$ cat src/rtl/scoreboard_register_file_if.sv
// ============================================================================
// Module   : scoreboard_register_file_if
// Brief    : Read, reserve and writeback bundle for the scoreboard register file
// Revision : 1.0 - initial release
// ============================================================================
`default_nettype none

interface scoreboard_register_file_if #(
    parameter int WORD_SIZE = 16,
    parameter int ADDR_W    = 2
);
    localparam int c_NUM_REGS = 2**ADDR_W;

    logic [ADDR_W-1:0]     rd_addr1;
    logic [ADDR_W-1:0]     rd_addr2;
    logic [WORD_SIZE-1:0]  rd_data1;
    logic [WORD_SIZE-1:0]  rd_data2;
    logic                  rd_busy1;
    logic                  rd_busy2;
    logic                  rsv_en;
    logic [ADDR_W-1:0]     rsv_addr;
    logic                  rsv_full;
    logic                  wr_en;
    logic [ADDR_W-1:0]     wr_addr;
    logic [WORD_SIZE-1:0]  wr_data;
    logic [c_NUM_REGS-1:0] pending;
    logic                  err;

    modport master (
        output rd_addr1, rd_addr2, rsv_en, rsv_addr, wr_en, wr_addr, wr_data,
        input  rd_data1, rd_data2, rd_busy1, rd_busy2, rsv_full, pending, err
    );

    modport slave (
        input  rd_addr1, rd_addr2, rsv_en, rsv_addr, wr_en, wr_addr, wr_data,
        output rd_data1, rd_data2, rd_busy1, rd_busy2, rsv_full, pending, err
    );
endinterface

`default_nettype wire

$ cat src/rtl/scoreboard_register_file.sv
// ============================================================================
// Module   : scoreboard_register_file
// Brief    : Bypassed 2R/1W register file with per-register outstanding-write counters
// Revision : 1.0 - initial release
// ============================================================================
`default_nettype none

module scoreboard_register_file #(
    parameter int WORD_SIZE = 16,
    parameter int ADDR_W    = 2,
    parameter int CNT_W     = 2
) (
    input  wire logic               clk,
    input  wire logic               reset_n,
    scoreboard_register_file_if.slave bus
);
    localparam int               c_NUM_REGS = 2**ADDR_W;
    localparam logic [CNT_W-1:0] c_CNT_MAX  = '1;
    localparam logic [CNT_W-1:0] c_CNT_ONE  = CNT_W'(1);

    logic [WORD_SIZE-1:0]  r_data    [c_NUM_REGS];
    logic [CNT_W-1:0]      r_cnt     [c_NUM_REGS];
    logic [CNT_W-1:0]      w_cnt_nxt [c_NUM_REGS];
    logic [c_NUM_REGS-1:0] w_rsv_hit;
    logic [c_NUM_REGS-1:0] w_wb_hit;
    logic                  r_err;
    logic                  w_err_set;

    logic                  w_wr_hit1;
    logic                  w_wr_hit2;
    logic [CNT_W-1:0]      w_cnt1;
    logic [CNT_W-1:0]      w_cnt2;

    // Bypass is gated by reset so reads return zero while reset is held.
    assign w_wr_hit1 = reset_n && bus.wr_en && (bus.wr_addr == bus.rd_addr1);
    assign w_wr_hit2 = reset_n && bus.wr_en && (bus.wr_addr == bus.rd_addr2);
    assign w_cnt1    = r_cnt[bus.rd_addr1];
    assign w_cnt2    = r_cnt[bus.rd_addr2];

    assign bus.rd_data1 = w_wr_hit1 ? bus.wr_data : r_data[bus.rd_addr1];
    assign bus.rd_data2 = w_wr_hit2 ? bus.wr_data : r_data[bus.rd_addr2];

    // A retiring writeback hides its own outstanding count; a new reservation
    // only becomes visible after the edge.
    assign bus.rd_busy1 = (w_cnt1 > c_CNT_ONE) || ((w_cnt1 == c_CNT_ONE) && !w_wr_hit1);
    assign bus.rd_busy2 = (w_cnt2 > c_CNT_ONE) || ((w_cnt2 == c_CNT_ONE) && !w_wr_hit2);

    assign bus.rsv_full = bus.rsv_en && (r_cnt[bus.rsv_addr] == c_CNT_MAX)
                          && !(bus.wr_en && (bus.wr_addr == bus.rsv_addr));

    assign bus.err = r_err;

    generate
        for (genvar gi = 0; gi < c_NUM_REGS; gi++) begin : g_entry
            assign w_rsv_hit[gi]   = bus.rsv_en && (bus.rsv_addr == ADDR_W'(gi));
            assign w_wb_hit[gi]    = bus.wr_en  && (bus.wr_addr  == ADDR_W'(gi));
            assign bus.pending[gi] = |r_cnt[gi];
        end
    endgenerate

    always_comb begin
        w_err_set = 1'b0;
        for (int i = 0; i < c_NUM_REGS; i++) begin
            w_cnt_nxt[i] = r_cnt[i];
            if (w_rsv_hit[i] && !w_wb_hit[i]) begin
                if (r_cnt[i] == c_CNT_MAX) begin
                    w_err_set = 1'b1;
                end else begin
                    w_cnt_nxt[i] = r_cnt[i] + c_CNT_ONE;
                end
            end else if (w_wb_hit[i] && !w_rsv_hit[i]) begin
                if (r_cnt[i] == '0) begin
                    w_err_set = 1'b1;
                end else begin
                    w_cnt_nxt[i] = r_cnt[i] - c_CNT_ONE;
                end
            end
        end
    end

    always_ff @(posedge clk or negedge reset_n) begin
        if (!reset_n) begin
            for (int i = 0; i < c_NUM_REGS; i++) begin
                r_data[i] <= '0;
                r_cnt[i]  <= '0;
            end
            r_err <= 1'b0;
        end else begin
            if (bus.wr_en) begin
                r_data[bus.wr_addr] <= bus.wr_data;
            end
            for (int i = 0; i < c_NUM_REGS; i++) begin
                r_cnt[i] <= w_cnt_nxt[i];
            end
            if (w_err_set) begin
                r_err <= 1'b1;
            end
        end
    end
endmodule

`default_nettype wire

$ cat src/flat_wrapper.sv
// flat-port wrapper written by rule: the top's interface ports become plain ports
module scoreboard_register_file_flat 
#(
    parameter int WORD_SIZE = 16,
    parameter int ADDR_W    = 2,
    parameter int CNT_W     = 2
)
  (clk, reset_n, bus_rd_addr1, bus_rd_addr2, bus_rsv_en, bus_rsv_addr, bus_wr_en, bus_wr_addr, bus_wr_data, bus_rd_data1, bus_rd_data2, bus_rd_busy1, bus_rd_busy2, bus_rsv_full, bus_pending, bus_err);
  scoreboard_register_file_if #(.WORD_SIZE(WORD_SIZE), .ADDR_W(ADDR_W)) bus_i ();
  input  wire logic clk;
  input  wire logic reset_n;
  input wire logic [$bits(bus_i.rd_addr1)-1:0] bus_rd_addr1;
  input wire logic [$bits(bus_i.rd_addr2)-1:0] bus_rd_addr2;
  input wire logic [$bits(bus_i.rsv_en)-1:0] bus_rsv_en;
  input wire logic [$bits(bus_i.rsv_addr)-1:0] bus_rsv_addr;
  input wire logic [$bits(bus_i.wr_en)-1:0] bus_wr_en;
  input wire logic [$bits(bus_i.wr_addr)-1:0] bus_wr_addr;
  input wire logic [$bits(bus_i.wr_data)-1:0] bus_wr_data;
  output wire logic [$bits(bus_i.rd_data1)-1:0] bus_rd_data1;
  output wire logic [$bits(bus_i.rd_data2)-1:0] bus_rd_data2;
  output wire logic [$bits(bus_i.rd_busy1)-1:0] bus_rd_busy1;
  output wire logic [$bits(bus_i.rd_busy2)-1:0] bus_rd_busy2;
  output wire logic [$bits(bus_i.rsv_full)-1:0] bus_rsv_full;
  output wire logic [$bits(bus_i.pending)-1:0] bus_pending;
  output wire logic [$bits(bus_i.err)-1:0] bus_err;
  assign bus_i.rd_addr1 = bus_rd_addr1;
  assign bus_i.rd_addr2 = bus_rd_addr2;
  assign bus_i.rsv_en = bus_rsv_en;
  assign bus_i.rsv_addr = bus_rsv_addr;
  assign bus_i.wr_en = bus_wr_en;
  assign bus_i.wr_addr = bus_wr_addr;
  assign bus_i.wr_data = bus_wr_data;
  assign bus_rd_data1 = bus_i.rd_data1;
  assign bus_rd_data2 = bus_i.rd_data2;
  assign bus_rd_busy1 = bus_i.rd_busy1;
  assign bus_rd_busy2 = bus_i.rd_busy2;
  assign bus_rsv_full = bus_i.rsv_full;
  assign bus_pending = bus_i.pending;
  assign bus_err = bus_i.err;
  scoreboard_register_file #(.WORD_SIZE(WORD_SIZE), .ADDR_W(ADDR_W), .CNT_W(CNT_W)) u_core (.clk(clk), .reset_n(reset_n), .bus(bus_i));
endmodule
$ cat config.mk
export PLATFORM = sky130hd
export DESIGN_NAME = scoreboard_register_file_flat
export DESIGN_NICKNAME = d
export VERILOG_FILES = /design/src/rtl/scoreboard_register_file_if.sv /design/src/rtl/scoreboard_register_file.sv /design/src/flat_wrapper.sv
export SDC_FILE = /design/constraint.sdc
export NUM_CORES = 1
export LEC_CHECK = 0
export BUFFER_PORTS_ARGS = -buffer_cell sky130_fd_sc_hd__buf_2
export CAP_MARGIN = 40
export CORE_MARGIN = 2
export CORE_UTILIZATION = 30
export DETAILED_ROUTE_END_ITERATION = 8
export GPL_ROUTABILITY_DRIVEN = 1
export SLEW_MARGIN = 5
export SYNTH_ARGS = -nofsm -noshare
export SYNTH_HDL_FRONTEND = slang
export SYNTH_SLANG_ARGS = --single-unit
$ cat constraint.sdc
create_clock -name clk -period 2.25 [get_ports clk]
set_input_delay 0.225 -clock clk [delete_from_list [all_inputs] [get_ports clk]]
set_output_delay 0.225 -clock clk [all_outputs]
set_load 0.02 [all_outputs]
==> results.md, run 1 <==
- Final HPWL from detailed placement: between 7000 and 8000 µm
- Max-slew headroom at the worst pin: 73.2%
- Number of buffer cells added on primary ports: 67
- Net count reported at finish: 418
- Clock tree from TritonCTS: done
- Final routed DRC violation total: 0
- Max stage delay on crit path: 0.46 ns
- Layout overhead on the synthesized area: 21.8%
- #FFs+latches synth: 73
- Most frequent standard cell in the layout excluding fill and tap cells: sky130_fd_sc_hd__mux2_2
- Worst path cell trace: nor2_1 -> inv_1 -> nor2_1 -> a311oi_2 -> nand4bb_1 -> nor2b_1 -> buf_2
- Number of placed instances with taps included: 558
- Final-layout fill cell count: 1,356
- Postcts setup bufs: 0
- Global placement routability congestion: 0.842
- Primary flip-flop cell chosen by synthesis mapping: sky130_fd_sc_hd__dfrtp_1
- Final hold violation count: 0
- Vias in the first global route: 3,145
- Clock transition at path regs: 0.06 ns
- Synth Net Count: about 350
- Total Routed Length: ~11,000 µm
- Row count: 43
- Worst supply voltage drop on vdd: 0.000423 V
- Initial cell density of the core: 30.9%
- Area leader, netlist: sky130_fd_sc_hd__dfrtp_1
- Minimum setup slack among reg-to-reg paths: 0.67 ns
- Sequential element share of the synthesized area: between 40 and 50%
- Area share of the largest cell type after synthesis: 42.5%
- Register cell area after layout: 1830 µm²
- Type of the setup path with the least slack: flip-flop to output port
- Pin slew with the least headroom to its limit: roughly 0.4 ns
- Violation count after the first detailed-route iteration: 139
- Maximum fanout along the worst path: 8
- Top library cells by usage in the layout, fill and taps aside: sky130_fd_sc_hd__mux2_2, sky130_fd_sc_hd__dfrtp_1, sky130_fd_sc_hd__buf_2, sky130_fd_sc_hd__mux4_2, sky130_fd_sc_hd__nand2_1
- Global routing usage summed across all routing layers: 15.3%
- Cells taking the most area after synthesis: sky130_fd_sc_hd__dfrtp_1, sky130_fd_sc_hd__mux2_2, sky130_fd_sc_hd__mux4_2
- Area occupied by multi-input gates: 2360 µm²
- Unrepaired setup endpoints after global routing: no
- Final clock skew: 0.00422 ns
- Critical Path Slowest Stage Cell: sky130_fd_sc_hd__dfrtp_1
- Wire length of the first global-routing pass: 17,300 µm
- Total via count after detailed routing: 2,959
- Endpoint type of the worst setup path: output port
- Yosys Warn Count: 0
- Startpoint class of the critical path: flip-flop
- Post-detailed-route count of antenna-violating nets: 0
- Final max-slew violation count: 0
- Clock latency reported for the late side of the worst-skew pair: 0.33 ns
- Initial antenna violation count: 0
- Height of the die: 124 µm
- Clock tree root buffer cell: sky130_fd_sc_hd__clkbuf_16
- Num CTS Buffers: 9
- Sum of negative setup slack: 0 ns
- F_max: 488 MHz
- Crit path top cell by count: sky130_fd_sc_hd__nor2_1
- Final setup vio count: 0
- Final non-filler cell total: ~580
- Floorplan die area: 15,300 µm²
- Number of max-cap violations: 0
- Number of enable flip-flop cells after synthesis: 0
- CTS Buffer Depth: 2
- Instance count of the mapped netlist: about 320
- Top-level I/O count: 68
- Leakage power: 0.00219 µW
- Total power density per cell area: 915 nW/µm²
- Wire per inst: 19.0 µm
- Share of final-layout standard cells stronger than drive strength 1: 59.0%
- Clock tree sinks: 73
- Pin count of the biggest net entering global routing: 68
- Syn_area_per_cell: roughly 14 µm²
- Detailed Routing Iterations Pass 1: 6
- Via-to-Cell Ratio: 5.15
- Core outline area: 13,900 µm²
- Synth unique cells: 39
- CP required: between 2 and 2.5 ns
- Async set-reset flop share out of synthesis: 100%
- Global-route congestion overflow total: 0
- Maximum level of the CTS H-tree: 3
- Synthesized cell area: about 4300 µm²
- Number of diodes: 0
- Kind of path behind the tightest hold check: input port to flip-flop
- Min cycle time layout: 2.05 ns
- Data arrival time at the worst-slack endpoint: 1.82 ns
- Chip width: about 120 µm
- Status: completed
- Share of the clock period used by the worst path after layout: 91.0%
[where the power goes]
part	leakage (µW)	internal, µW	switching, µW
Combinational	0.00118	752	713
Clock	0.000153	948	520
Sequential	0.000856	1600	261
[routing by layer]
metal / vias to the layer above / global-route usage, % / share of wire, %
met4: 0 / 3.84 / 1.0
met2: 62 / 25.8 / 51
li1: 1350 / - / -
met5: - / 0 / 0
met1: 1534 / 19.9 / 43
met3: 13 / 3.57 / 4.3
[final timing paths]
kind                                    from                end  cells after the start
setup / recovery             u_core.r_cnt[7]       bus_rd_busy2                      7
setup reg to reg             u_core.r_cnt[3]     u_core.bus.err                      5
max in group asynchronous            reset_n  u_core.r_data[55]                      4
hold reg to reg            u_core.r_data[30]  u_core.r_data[30]                      1
hold / removal                bus_wr_data[0]  u_core.r_data[48]                      2
min in group asynchronous            reset_n    u_core.r_cnt[0]                      3
[metrics by stage]
stage                     util, %  setup slack [ns]  area (µm²)  power, µW  hold WS, ns
after global placement       35.1             0.249        4880       3290        0.501
final                        37.6             0.203        5240       4790        0.193
after CTS                    37.5            0.0891        5230       4850        0.181
after detailed placement     35.3             0.238        4910       3360        0.175
after global routing         37.6            0.0477        5240       5060        0.195
after floorplan                 -             0.373        4300       2860      -0.0706
[worst max-delay path, delay by kind of cell (launching register included)]
| family | cells | cell delay, ns |
|---|---|---|
| buffers and inverters | 2 | 0.26 |
| AOI/OAI and AO/OA | 1 | 0.30 |
| and+or+nand+nor | 4 | 0.44 |
| DFF | 1 | 0.46 |
[synth_stat cells, types with 2 or more instances]
cell / instances
sky130_fd_sc_hd__a211oi_1: 4
sky130_fd_sc_hd__a21oi_1: 9
sky130_fd_sc_hd__and2_1: 2
sky130_fd_sc_hd__and3_1: 3
sky130_fd_sc_hd__buf_1: 2
sky130_fd_sc_hd__buf_2: 11
sky130_fd_sc_hd__buf_4: 3
sky130_fd_sc_hd__clkbuf_1: 4
sky130_fd_sc_hd__dfrtp_1: 73
sky130_fd_sc_hd__inv_1: 6
sky130_fd_sc_hd__mux2_2: 97
sky130_fd_sc_hd__mux4_2: 32
sky130_fd_sc_hd__nand2_1: 16
sky130_fd_sc_hd__nand3_1: 3
sky130_fd_sc_hd__nor2_1: 14
sky130_fd_sc_hd__nor2b_1: 4
sky130_fd_sc_hd__o21ai_0: 7
sky130_fd_sc_hd__o22ai_1: 3
sky130_fd_sc_hd__or2_2: 2
sky130_fd_sc_hd__xor2_1: 4
[cell families (layout without fill, tap and decap cells)]
| family | Yosys count | in the layout | share of synthesized area (%) |
|---|---|---|---|
| DFF | 73 | 73 | 42.5 |
| and+or+nand+nor | 55 | 55 | 7.07 |
| AOI/OAI and AO/OA | 29 | 29 | 4.13 |
| buffers and inverters | 27 | 104 | 3.11 |
| xor gates and xnor gates | 5 | 5 | 1.02 |
| muxes | 129 | 129 | 42.2 |
[final cells by class]
| class | count | share of cell area [%] |
|---|---|---|
| multi-input combinational | 218 | 45.0 |
| sequential | 73 | 34.9 |
| timing repair buffer | 82 | 9.51 |
| clock buffer | 14 | 5.23 |
| tap | 180 | 4.30 |
| clock inverter | 2 | 0.669 |
| inverter | 6 | 0.430 |
[what timing repair did]
item / in CTS / in global routing
endpoints found under the hold margin: 6 / 0
resized for setup: 0 / 1
hold buffers: 1 / 0
setup endpoints to repair: 0 / 1
[sequential cells by signal, indices dropped and copies added (netlist names)]
name and flops:
u_core.r_data 64, u_core.r_cnt 8, u_core.bus.err 1
Power figures use the tool's default switching activity.
==> run 2, diff against run 1 <==
==> constraint.sdc (replaced) <==
create_clock -name clk -period 2.15 [get_ports clk]
set_input_delay 0.215 -clock clk [delete_from_list [all_inputs] [get_ports clk]]
set_output_delay 0.215 -clock clk [all_outputs]
set_load 0.02 [all_outputs]
==> run 2 against run 1 <==
  * Sequential share of layout area shrank 0.13 points
  * Largest cell class unchanged
  * Sequential power rose by 5%
  * Critical path type unchanged
  * Final cell count rose by 0.17%
  * Largest power group unchanged
==> results.md, run 2 (synthesized netlist as in run 1, its figures left out) <==
- Status: completed
- Worst supply voltage drop on vdd: 0.000606 V (+43%)
- Wire length of the first global-routing pass: 17,600 µm (+1.3%)
- Critical register-to-register path startpoint: u_core.r_cnt[3]
- Final non-filler cell total: 576 (+0.17%)
- Flip-flop count of the largest register, all copies and words added: 64 (unchanged)
- Clock tree from TritonCTS: done
- Number of max-cap violations: 0 (unchanged)
- Clock tree root buffer cell: sky130_fd_sc_hd__clkbuf_16
- Startpoint class of the critical path: flip-flop
- Capturing point of the worst reg2reg path: u_core.bus.err
- Number of buffer cells added on primary ports: 67 (unchanged)
- Share of the clock period used by the worst path after layout: 92.2%
- Reported net switching power: 1580 µW (+5.9%)
- Kind of path behind the tightest hold check: input port to flip-flop
- Minimum setup slack among reg-to-reg paths: 0.56 ns (-0.11 ns)
- Wire per inst: 18.9 µm (-0.27%)
- Net count reported at finish: 419 (+0.24%)
- Area occupied by multi-input gates: 2360 µm² (unchanged)
- Unrepaired setup endpoints after global routing: no
- Maximum level of the CTS H-tree: 3 (unchanged)
- Initial cell density of the core: 30.9% (unchanged)
- Sum of negative setup slack: 0 ns (unchanged)
- Row count: 43 (unchanged)
- Floorplan die area: 15,300 µm² (unchanged)
- Final worst-path setup slack: 0.167 ns (-0.0359 ns)
- Final max-slew violation count: 0 (unchanged)
- Max-slew headroom at the worst pin: 77.2% (+4.0 points)
- Final routed DRC violation total: 0 (unchanged)
- Final-layout fill cell count: 1,324 (-2.4%)
- Met1 capacity usage during global routing: 20.0% (+0.065 points)
- Share of power burned in the clock network: 30.9% (+0.3 points)
- Endpoint type of the worst setup path: output port
- CP required: 1.93 ns (-0.10 ns)
- Core outline area: 13,900 µm² (unchanged)
- Global placement routability congestion: 0.810 (-3.7%)
- Final setup vio count: 0 (unchanged)
- Register name with the most flops: u_core.r_data
- Initial antenna violation count: 0 (unchanged)
- Final hold violation count: 0 (unchanged)
- Internal power consumption: 3470 µW (+5.4%)
- Global routing usage summed across all routing layers: 15.4% (+0.14 points)
- Maximum fanout along the worst path: 6 (-2)
- Top Usage Layer GRT: met2
- Register cell area after layout: 1830 µm² (about the same)
- Chip width: 124 µm (unchanged)
- Top-level I/O count: 68 (unchanged)
- Met3 track utilization from global routing: 4.40% (+0.82 points)
- Num CTS Buffers: 9 (unchanged)
- Post-detailed-route count of antenna-violating nets: 0 (unchanged)
- Number of diodes: 0 (unchanged)
- Min cycle time layout: 1.98 ns
- Violation count after the first detailed-route iteration: 180 (+29%)
- R2R cell count: 5 (unchanged)
- Global-route congestion overflow total: 0 (unchanged)
- Clock latency reported for the late side of the worst-skew pair: 0.33 ns (about the same)
- Post-layout instance area: 5260 µm² (+0.45%)
- Total via count after detailed routing: 3,002 (+1.5%)
- Detailed Routing Iterations Pass 1: 4 (-2)
- Pin slew with the least headroom to its limit: 0.339 ns (-0.0624 ns)
- Instance count along the most critical hold path: 2 (unchanged)
- CTS Buffer Depth: 2 (unchanged)
- Type of the setup path with the least slack: flip-flop to output port
- Leakage power: 0.00220 µW (+0.37%)
- Clock transition at path regs: 0.06 ns (about the same)
- Layout overhead on the synthesized area: 22.4%
- Top library cells by usage in the layout, fill and taps aside: sky130_fd_sc_hd__mux2_2, sky130_fd_sc_hd__dfrtp_1, sky130_fd_sc_hd__buf_2, sky130_fd_sc_hd__mux4_2, sky130_fd_sc_hd__nand2_1
- Number of placed instances with taps included: 559 (+0.18%)
- Final HPWL from detailed placement: 7420 µm (-0.79%)
- Post-Place Setup Slack: 0.172 ns (-0.0661 ns)
- Switching power as a share of total power: 31.3% (+0.11 points)
- Clock tree sinks: 73 (unchanged)
- Critical path startpoint: u_core.r_cnt[6]
- Total power density per cell area: 961 nW/µm² (+5.1%)
- F_max: 504 MHz
- Most frequent standard cell in the layout excluding fill and tap cells: sky130_fd_sc_hd__mux2_2
- Total Routed Length: 10,900 µm (about the same)
- Routing usage on met2: 25.2% (-0.58 points)
- Comb pwr share: 30.6% (about the same)
- Cell area after placement: 4930 µm² (+0.41%)
- Via-to-Cell Ratio: 5.21 (+1.3%)
- Share of final-layout standard cells stronger than drive strength 1: 59.6% (+0.61 points)
- Pin count of the biggest net entering global routing: 53 (-22%)
- Data arrival time at the worst-slack endpoint: 1.77 ns (-0.05 ns)
- Critical path endpoint: bus_rd_busy2
- Height of the die: 124 µm (unchanged)
- Vias in the first global route: 3,173 (+0.89%)
- Final clock skew: 0.00417 ns (-0.0000489 ns)
- Sequential group share of total power: 38.5% (-0.3 points)
[run 2: cell count changes in the layout (fill, tap and decap cells not counted), sizes merged]
cell / change
buf: +1
bufinv: +1
clkbuf: -4
clkinv: +2
clkinvlp: +1
[run 2: final cells by class]
cell class	instances	share of cell area (%)
Inverter	6	0.428
Clock buffer	10	4.35
Tap cell	180	4.28
Timing Repair Buffer	83	9.85
Sequential cell	73	34.7
Multi-Input combinational cell	218	44.8
Clock inverter	6	1.57
[run 2: power by group through the flow]
stage	logic (µW)	clock network [µW]	registers, µW
4_1_cts	1560	1600	1940
5_1_grt	1690	1680	2000
6_report	1550	1560	1950
3_3_place_gp	1520	0	1930
2_1_floorplan	1140	0	1860
3_5_place_dp	1550	0	1960
[run 2: how the worst min path moves through the flow]
stage	slack [ns]	endpoint	start
after floorplan	-0.08	u_core.bus.err	reset_n
after global placement	0.50	u_core.r_data[37]	u_core.r_data[37]
after detailed placement	0.24	u_core.bus.err	reset_n
after CTS	0.17	u_core.r_data[40]	bus_wr_data[8]
after global routing	0.19	u_core.r_data[33]	bus_wr_data[1]
final	0.18	u_core.r_data[40]	bus_wr_data[8]
[run 2: per-stage QoR]
step                util (%)  total power (µW)  hold slack, ns
floorplan                  -              3000         -0.0806
global placement        35.2              3450           0.501
detailed placement      35.4              3510           0.243
CTS                     37.7              5100           0.172
global route            37.8              5370           0.189
finish                  37.8              5060           0.184
[run 2: worst max-delay path, stage by stage (launching register included)]
cell and delay [ns]:
sky130_fd_sc_hd__dfrtp_1 0.43, sky130_fd_sc_hd__nor2_1 0.10, sky130_fd_sc_hd__inv_1 0.08, sky130_fd_sc_hd__nor2_1 0.06, sky130_fd_sc_hd__a311oi_2 0.31, sky130_fd_sc_hd__nand4bb_1 0.16, sky130_fd_sc_hd__nor2b_1 0.13, sky130_fd_sc_hd__buf_2 0.17
[run 2: repair_timing]
action	in CTS	in global routing
hold buffers	1	0
endpoints found under the hold margin	21	0
endpoints found under the setup margin	0	1
gates resized for setup	0	2
setup buffers	0	0
[run 2: per-layer routing]
metal	vias up	part of all wire (%)
li1	1357	-
met1	1567	44
met2	68	50
met3	10	4.7
met4	0	1.2
met5	-	0
==> run 3, diff against run 2 <==
--- a/config.mk
+++ b/config.mk
@@ -7,6 +7,7 @@
 export LEC_CHECK = 0
 export BUFFER_PORTS_ARGS = -buffer_cell sky130_fd_sc_hd__buf_2
 export CAP_MARGIN = 40
+export CORE_ASPECT_RATIO = 0.8
 export CORE_MARGIN = 2
 export CORE_UTILIZATION = 30
 export DETAILED_ROUTE_END_ITERATION = 8
==> run 3 against run 2 <==
  * Sequential cell count unchanged
  * First-iteration DRC count stayed put
  * Die area is essentially flat
  * Clock power rose by 12%
  * Non-clock buffer count increased by 2
  * Cell area rose by 0.57%
  * Final cell count rose by 1.2%
  * Clock skew is 0.0013 ns lower
  * Sequential power hardly changed
  * Fmax about the same
  * Sequential share of layout area is 0.20 points lower
  * Worst hold slack is essentially flat
  * Critical path type is now input port to output port
  * Largest power group unchanged
  * Highest routed layer unchanged
==> results.md, run 3 (synthesized netlist as in run 1, its figures left out) <==
- F_max: 504 MHz (about the same)
- Final-layout fill cell count: 1,384 (+4.5%)
- Minimum setup slack among reg-to-reg paths: 0.55 ns (about the same)
- Chip width: 138 µm (+11%)
- Pin count of the biggest net entering global routing: 69 (+30%)
- Register name with the most flops: u_core.r_data
- Global routing usage summed across all routing layers: 15.1% (-0.35 points)
- Num CTS Buffers: 9 (unchanged)
- Unrepaired setup endpoints after global routing: no
- Total via count after detailed routing: 2,969 (-1.1%)
- Area occupied by multi-input gates: 2360 µm² (unchanged)
- Vias in the first global route: 3,118 (-1.7%)
- Final clock skew: 0.00287 ns (-0.00130 ns)
- Global placement routability congestion: 0.806 (-0.46%)
- Postcts setup bufs: 0 (unchanged)
- Final setup vio count: 0 (unchanged)
- Post-detailed-route count of antenna-violating nets: 0 (unchanged)
- Flip-flop count of the largest register, all copies and words added: 64 (unchanged)
- Clock latency reported for the late side of the worst-skew pair: 0.33 ns (about the same)
- Pin slew with the least headroom to its limit: 0.344 ns (+0.00489 ns)
- Destination of the worst hold path: u_core.r_data[55]
- Final hold violation count: 0 (unchanged)
- CP required: 1.93 ns (about the same)
- Clock transition at path regs: 0.05 ns (about the same)
- Post-Place Setup Slack: 0.156 ns (-0.0159 ns)
- Leakage power: 0.00222 µW (+0.92%)
- Clock tree root buffer cell: sky130_fd_sc_hd__clkbuf_16
- Combined buffer and inverter count along the critical path: 2 (unchanged)
- Share of final-layout standard cells stronger than drive strength 1: 60.1% (+0.45 points)
- Final max-slew violation count: 0 (unchanged)
- Internal power consumption: 3620 µW (+4.2%)
- Maximum level of the CTS H-tree: 3 (unchanged)
- Data arrival time at the worst-slack endpoint: 1.77 ns (about the same)
- Sequential group share of total power: 37.4% (-1.1 points)
- Worst supply voltage drop on vdd: 0.000426 V (-30%)
- Most frequent standard cell in the layout excluding fill and tap cells: sky130_fd_sc_hd__mux2_2
- Comb pwr share: 29.4% (-1.2 points)
- Violation count after the first detailed-route iteration: 180 (unchanged)
- Share of power burned in the clock network: 33.2% (+2.3 points)
- Net count reported at finish: 421 (+0.48%)
- Cell area after placement: 4930 µm² (-0.10%)
- Min-delay src: bus_wr_data[7]
- Critical Path Slowest Stage Cell: sky130_fd_sc_hd__or3_4
- Startpoint class of the critical path: input port
- Layout overhead on the synthesized area: 23.1%
- Initial antenna violation count: 1 (+1)
- Row count: 39 (-9.3%)
- Number of buffer cells added on primary ports: 67 (unchanged)
- Worst path cell trace: buf_2 -> xor2_1 -> or3_4 -> a211oi_1 -> a21oi_1 -> mux2_2 -> buf_2
- Post-layout instance area: 5290 µm² (+0.57%)
- R2R cell count: 5 (unchanged)
- Endpoint type of the worst setup path: output port
- Type of the setup path with the least slack: input port to output port
- Critical path startpoint: bus_wr_addr[0]
- Share of the core filled with cells: 37.4% (-0.37 points)
- Min cycle time layout: 1.98 ns (-0.000383 ns)
- Max stage delay on crit path: 0.45 ns (+0.02 ns)
- Total Routed Length: 11,000 µm (+0.87%)
- Kind of path behind the tightest hold check: input port to flip-flop
- Register cell area after layout: 1830 µm² (unchanged)
- Worst path top cell family by delay: simple AND/OR/NAND/NOR gates
- Global-route congestion overflow total: 0 (unchanged)
- Core outline area: 14,200 µm² (+1.6%)
- Clock tree from TritonCTS: done
- Reported net switching power: 1600 µW (+1.3%)
- Status: completed
- Sum of negative setup slack: 0 ns (unchanged)
- Floorplan die area: 15,300 µm² (about the same)
- Share of the clock period used by the worst path after layout: 92.2% (about the same)
- Critical register-to-register path startpoint: u_core.r_cnt[3]
- Detailed Routing Iterations Pass 1: 4 (unchanged)
- Crit path top cell by count: sky130_fd_sc_hd__buf_2
- Wire length of the first global-routing pass: 17,400 µm (-0.71%)
- Clock tree sinks: 73 (unchanged)
- Initial cell density of the core: 30.4% (-0.47 points)
- Final routed DRC violation total: 0 (unchanged)
- CTS Buffer Depth: 2 (unchanged)
- Final worst-path setup slack: 0.167 ns (+0.000383 ns)
- Instance count along the most critical hold path: 2 (unchanged)
- Max-slew headroom at the worst pin: 77.0% (-0.13 points)
- Switching power as a share of total power: 30.7% (-0.59 points)
- Via-to-Cell Ratio: 5.09 (-2.3%)
- Final HPWL from detailed placement: 7490 µm (+0.99%)
- Top library cells by usage in the layout, fill and taps aside: sky130_fd_sc_hd__mux2_2, sky130_fd_sc_hd__dfrtp_1, sky130_fd_sc_hd__buf_2, sky130_fd_sc_hd__mux4_2
- Maximum fanout along the worst path: 9 (+3)
- Capturing point of the worst reg2reg path: u_core.bus.err
- Wire per inst: 18.9 µm (-0.34%)
- Height of the die: 111 µm (-10%)
- Top-level I/O count: 68 (unchanged)
- Total power density per cell area: 987 nW/µm² (+2.7%)
- Number of max-cap violations: 0 (unchanged)
## run 3: cell types whose count changed in the layout (fill, tap and decap cells not counted), sizes merged
cell,previous run,this run
buf,82,84
bufinv,2,3
clkinvlp,1,0
diode,0,1
## run 3: layout make-up
cell class	instances	area share, %
well taps	184	4.35
clock buffers	10	4.52
inverters	6	0.426
flip-flops and latches	73	34.5
repair buffers	85	9.60
multi-input cells	218	44.5
clock inverters	6	1.99
diodes	1	0.0473
## run 3: power by group through the flow
stage          Combinational, µW  Sequential (µW)  Clock, µW
2_1_floorplan               1140             1860          0
3_3_place_gp                1510             1930          0
3_5_place_dp                1550             1970          0
4_1_cts                     1550             1950       1760
5_1_grt                     1670             2000       1830
6_report                    1530             1950       1740
## run 3: repair_timing
action,4_1_cts,5_1_grt
setup endpoints to repair,0,1
hold endpoints to repair,5,0
resized for setup,0,2
hold buffers,1,0
## run 3: worst register-to-register path, cell delays in order (launching register included)
cell	delay [ns]
sky130_fd_sc_hd__dfrtp_1	0.48
sky130_fd_sc_hd__nand3_1	0.12
sky130_fd_sc_hd__o21ai_0	0.07
sky130_fd_sc_hd__and3_1	0.15
sky130_fd_sc_hd__a311o_1	0.28
sky130_fd_sc_hd__or3b_1	0.38
## run 3: worst max path at each step
stage | slack, ns | to | depth (start not counted)
2_1_floorplan | 0.29 | bus_rd_data2[0] | 5
3_3_place_gp | 0.20 | bus_rd_busy2 | 7
3_5_place_dp | 0.16 | bus_rd_busy2 | 7
4_1_cts | 0.005 | bus_rd_busy2 | 7
5_1_grt | 0.02 | bus_rd_busy2 | 7
6_report | 0.17 | bus_rd_busy1 | 7
## run 3: metal layers
layer / up-vias / global-route usage [%] / share of wire (%)
li1: 1350 / - / -
met1: 1547 / 20.4 / 45
met3: 9 / 3.48 / 4.3
met2: 63 / 24.5 / 50
met5: - / 0 / 0
met4: 0 / 3.67 / 1.4
## run 3: metrics by stage
step                cells  power (µW)  hold WS, ns
finish                583        5220        0.185
global route          583        5500        0.192
CTS                   582        5260        0.182
detailed placement    565        3510        0.155
global placement      564        3450        0.499
floorplan             318        3000      -0.0806
